### config.mk
export PLATFORM = sky130hd
export DESIGN_NAME = mac_dot_sequencer
export DESIGN_NICKNAME = d
export VERILOG_FILES = /design/src/rtl/mac_pkg.sv /design/src/rtl/mac.sv /design/src/rtl/mac_dot_sequencer.sv
export SDC_FILE = /design/constraint.sdc
export NUM_CORES = 2
export LEC_CHECK = 0
export CAP_MARGIN = 10
export CORE_MARGIN = 8
export CORE_UTILIZATION = 30
export DETAILED_ROUTE_END_ITERATION = 6
export SYNTH_ARGS = -nofsm -noshare
export SYNTH_HDL_FRONTEND = slang
export SYNTH_SLANG_ARGS = --single-unit
export TNS_END_PERCENT = 100
### constraint.sdc
create_clock -name clk -period 7.7 [get_ports clk]
set_input_delay 0.77 -clock clk [delete_from_list [all_inputs] [get_ports clk]]
set_output_delay 0.77 -clock clk [all_outputs]
set_load 0.1 [all_outputs]
### src/rtl/mac_pkg.sv
// Shared types and constants for the MAC dot-product sequencer.
package mac_pkg;

  localparam int unsigned OP_W  = 32;
  localparam int unsigned ACC_W = 64;
  localparam int unsigned MAC_W = ACC_W + 1;

  localparam logic [1:0] ST_IDLE = 2'd0;
  localparam logic [1:0] ST_RUN  = 2'd1;
  localparam logic [1:0] ST_DONE = 2'd2;

  // Accumulator state: running sum plus sticky carry-out flag.
  typedef struct packed {
    logic             ovf;
    logic [ACC_W-1:0] sum;
  } acc_state_t;

endpackage

### src/rtl/mac.sv
// Combinational unsigned multiply-accumulate: sum = a*b + c, full 65-bit result.
module mac
  import mac_pkg::*;
(
  input  logic [OP_W-1:0]  a,
  input  logic [OP_W-1:0]  b,
  input  logic [ACC_W-1:0] c,
  output logic [MAC_W-1:0] sum
);

  // Product fits in 64 bits; the extra bit captures the accumulate carry.
  assign sum = MAC_W'(a) * MAC_W'(b) + MAC_W'(c);

endmodule

### src/rtl/mac_dot_sequencer.sv
// Streams operand pairs through the MAC and returns an unsigned dot product.
module mac_dot_sequencer
  import mac_pkg::*;
#(
  parameter int unsigned LEN_W = 16
) (
  input  logic             clk,
  input  logic             rst_n,
  input  logic             start,
  input  logic             chain,
  input  logic [LEN_W-1:0] len,
  input  logic             abort,
  input  logic             op_valid,
  output logic             op_ready,
  input  logic [OP_W-1:0]  op_a,
  input  logic [OP_W-1:0]  op_b,
  output logic             res_valid,
  input  logic             res_ready,
  output logic [ACC_W-1:0] res_acc,
  output logic             res_ovf,
  output logic             busy
);

  logic [1:0]       state_q, state_d;
  acc_state_t       acc_q, acc_d;
  logic [LEN_W-1:0] cnt_q, cnt_d;
  logic [LEN_W-1:0] len_q, len_d;
  logic [MAC_W-1:0] mac_sum;

  // Datapath: current operands added onto the running sum.
  mac u_mac (
    .a   (op_a),
    .b   (op_b),
    .c   (acc_q.sum),
    .sum (mac_sum)
  );

  // State, accumulator, beat counter and captured length.
  always_ff @(posedge clk or negedge rst_n) begin
    if (!rst_n) begin
      state_q <= ST_IDLE;
      acc_q   <= '0;
      cnt_q   <= '0;
      len_q   <= '0;
    end else begin
      state_q <= state_d;
      acc_q   <= acc_d;
      cnt_q   <= cnt_d;
      len_q   <= len_d;
    end
  end

  // Next-state and datapath update; abort overrides every other event.
  always_comb begin
    state_d = state_q;
    acc_d   = acc_q;
    cnt_d   = cnt_q;
    len_d   = len_q;
    if (abort) begin
      state_d = ST_IDLE;
      cnt_d   = '0;
    end else begin
      case (state_q)
        ST_IDLE: begin
          if (start) begin
            if (!chain) begin
              acc_d = '0;
            end
            cnt_d   = '0;
            len_d   = len;
            state_d = (len != '0) ? ST_RUN : ST_DONE;
          end
        end
        ST_RUN: begin
          if (op_valid) begin
            acc_d.sum = mac_sum[ACC_W-1:0];
            acc_d.ovf = acc_q.ovf | mac_sum[MAC_W-1];
            cnt_d     = cnt_q + LEN_W'(1);
            if (cnt_q == len_q - LEN_W'(1)) begin
              state_d = ST_DONE;
            end
          end
        end
        ST_DONE: begin
          if (res_ready) begin
            state_d = ST_IDLE;
          end
        end
        default: begin
          state_d = ST_IDLE;
        end
      endcase
    end
  end

  // Handshake and status decode from the state register; abort withholds the ack.
  assign op_ready  = (state_q == ST_RUN) && !abort;
  assign res_valid = (state_q == ST_DONE);
  assign busy      = (state_q != ST_IDLE);
  assign res_acc   = acc_q.sum;
  assign res_ovf   = acc_q.ovf;

endmodule

==> impl_metrics.json <==
{
  "drive_gt1_frac": 0.194,
  "final_cell_mix": "1043 x inv_1, 908 x fa_1, 589 x nand2_1",
  "final_common_cell": "inv_1",
  "die_h_microns": 379,
  "grt_pass1_vias": 34500,
  "start_kind": "input pin",
  "design_area_sq_mm": 0.0504,
  "slew_headroom": 0.225,
  "synth_flop_cell": "dfrtp_1",
  "finalCritPeriodShare": 1.01,
  "rsz0062_at_grt": "yes",
  "synthArstFlopShare": 1.00,
  "cp_max_fo": 11,
  "die_w_microns": 379,
  "gr-total-overflow": 0,
  "grt_max_degree": 59,
  "start_util": 0.302,
  "synthToLayoutAreaGrowth_pct": 27.3,
  "synth_top_area_frac": 0.486,
  "ys_seq_area_frac": 0.0626,
  "fmax_ghz": 0.129,
  "synth-edff-count": 0,
  "fin_worst_skew_ns": 0.0102,
  "core-area_sq_mm": 0.131,
  "synth_top_area_cell": "fa_1",
  "tritoncts": "built",
  "hp-class": "in2async",
  "cts_made_buffers": 9,
  "diodes": 0,
  "dieArea_sq_mm": 0.144,
  "hold_violations": 0,
  "place_congestion": 0.886,
  "drt_iter0_drc": 1583,
  "globalRouteTotalUtil": 0.185,
  "setup_tns_ns": -0.0615,
  "num_vias": 31000,
  "ys_types": 67,
  "routedWlPerCell_microns": 19.4,
  "cp.arrival_ns": 8.00,
  "wl_microns": 130000,
  "antenna_left": 0,
  "fin_crit_ns": 7.75,
  "status": "complete, but fails checks",
  "dr.pass1.iters": 7,
  "portBuffers": 154,
  "synth.ff_latch_count": 99,
  "layout.cells.non_filler": 6683,
  "syn_area_sq_mm": 0.0396,
  "endpoint_kind": "flop",
  "grt_pass1_wl_microns": 205000,
  "drv_cap": 0,
  "rows": 133,
  "cts_root_buffer": "clkbuf_16",
  "fin_nets": 6221,
  "setup_viol": 2,
  "drt-vias-per-instance": 4.64,
  "report.final.slew_viol_count": 0,
  "io_pins": 155,
  "tightest_slew_ns": 1.16,
  "synth.area.top_cells": "fa_1 49%, inv_1 10%, and2_1 8.9%, ha_1 7.9%, dfrtp_1 6.3%",
  "synth_warnings": 0,
  "syn_avg_cell_area_sq_um": 8.96,
  "clkTransAtPathRegs_ns": 0.08,
  "criticalPathCategory": "in2reg",
  "htreeDepth": 3,
  "cts-hold-fix-buffers": 0,
  "numClockSinks": 99,
  "violations": "negative setup slack",
  "drc": 0,
  "setup_slack_ns": -0.0506,
  "syn_inst": 4421,
  "clk_path_buf_depth": 2,
  "cp.required_ns": 7.95,
  "dp_hpwl_microns": 99400,
  "syn_nets": 5719,
  "dpl-instance-area_sq_mm": 0.0466,
  "place_inst": 6517,
  "worstSkewPairLatency_ns": 0.39,
  "grt_antenna_before_repair": 6
}
[synthesized netlist by cell type, drive strengths merged (4+ instances only)]
cell and instances:
nand2b 14, nand2 598, fa 961, nand4 19, or3 6, o21bai 11
nor3 14, nor2b 10, clkbuf 231, ha 250, xnor2 54, o21ai 113
xor2 35, nand3 21, a21boi 4, nor2 62, and2 563, mux2 14
a21o 44, nor4 7, a22o 10, inv 1107, a31oi 13, o41ai 6
o21a 9, dfrtp 99, a21oi 81, and3 11, buf 7
[final timing paths]
| path | from | end | slack, ns | cells after the start |
|---|---|---|---|---|
| setup reg to reg | res_acc[18]$_DFFE_PN0P_ | res_acc[63]$_DFFE_PN0P_ | 0.32 | 28 |
| setup / recovery | op_b[13] | res_acc[63]$_DFFE_PN0P_ | -0.05 | 26 |
| hold / removal | rst_n | res_acc[53]$_DFFE_PN0P_ | 0.22 | 1 |
| min in group clk | res_ovf$_DFFE_PN0P_ | res_ovf$_DFFE_PN0P_ | 0.53 | 2 |
| max in group asynchronous | rst_n | cnt_q[9]$_DFFE_PN0P_ | 5.89 | 3 |
| hold reg to reg | res_ovf$_DFFE_PN0P_ | res_ovf$_DFFE_PN0P_ | 0.53 | 2 |
[area by class of cell]
type,count,area [sq um]
inverters,1107,4160
well taps,1755,2200
clock inverters,6,63.8
fillers,12900,80900
clock buffers,10,239
multi-input cells,2976,33200
repair buffers,730,8070
flip-flops and latches,99,2480
[worst max-delay path, cell delays in order]
cell and delay, ns:
buf_2 0.18, buf_12 0.18, and2_4 0.17, fa_1 0.50, fa_1 0.55, inv_2 0.05, fa_1 0.49, fa_1 0.54
inv_2 0.04, fa_2 0.57, fa_1 0.42, fa_2 0.60, inv_2 0.05, fa_1 0.49, inv_2 0.04, ha_4 0.28
nand4_1 0.18, nor2_4 0.18, nand3_4 0.10, or4b_4 0.56, a211o_1 0.36, a21oi_2 0.17, o221ai_2 0.14, o21ai_2 0.17
xnor2_1 0.13, o21ai_1 0.07
[metrics by stage]
stage / hold slack, ns / utilization / worst slack, ns
finish: 0.217 / 0.384 / -0.0506
global route: 0.202 / 0.384 / -0.225
CTS: 0.194 / 0.379 / -0.0343
detailed placement: 0.502 / 0.355 / -1.13
global placement: 0.491 / 0.355 / -1.20
floorplan: 0.474 / - / 0.000471
[state kept, by name (all words and copies together) (netlist names)]
name / flops
res_acc: 64
res_ovf: 1
len_q: 16
cnt_q: 16
state_q: 2
[cells by family after synthesis]
kind of cell             count (synthesis)  synth area share
XOR/XNOR                                89            0.0197
buffers and inverters                 1346             0.128
flip-flops                              99            0.0626
AND/OR/NAND/NOR                       1337             0.169
multiplexers                            15           0.00423
AO/OA/AOI/OAI                          324            0.0512
adder cells (fa/ha/maj)               1211             0.565
[metal layers]
layer  vias up  track usage  wire length (microns)
met2       859        0.322                  64200
met5         -            0                     69
li1      13800            -                      -
met4        10       0.0680                   6150
met3       260       0.0249                   6620
met1     16100        0.234                  52800
[what timing repair did]
action                     in CTS  in global routing
buffers inserted               94                 17
cloned                         43                  1
setup endpoints to repair      37                 26
gates resized for setup       548                193
pin swaps                     208                157
Power is not shown: default switching activity piles up to over one toggle a cycle in this logic, so the estimate is an artifact.
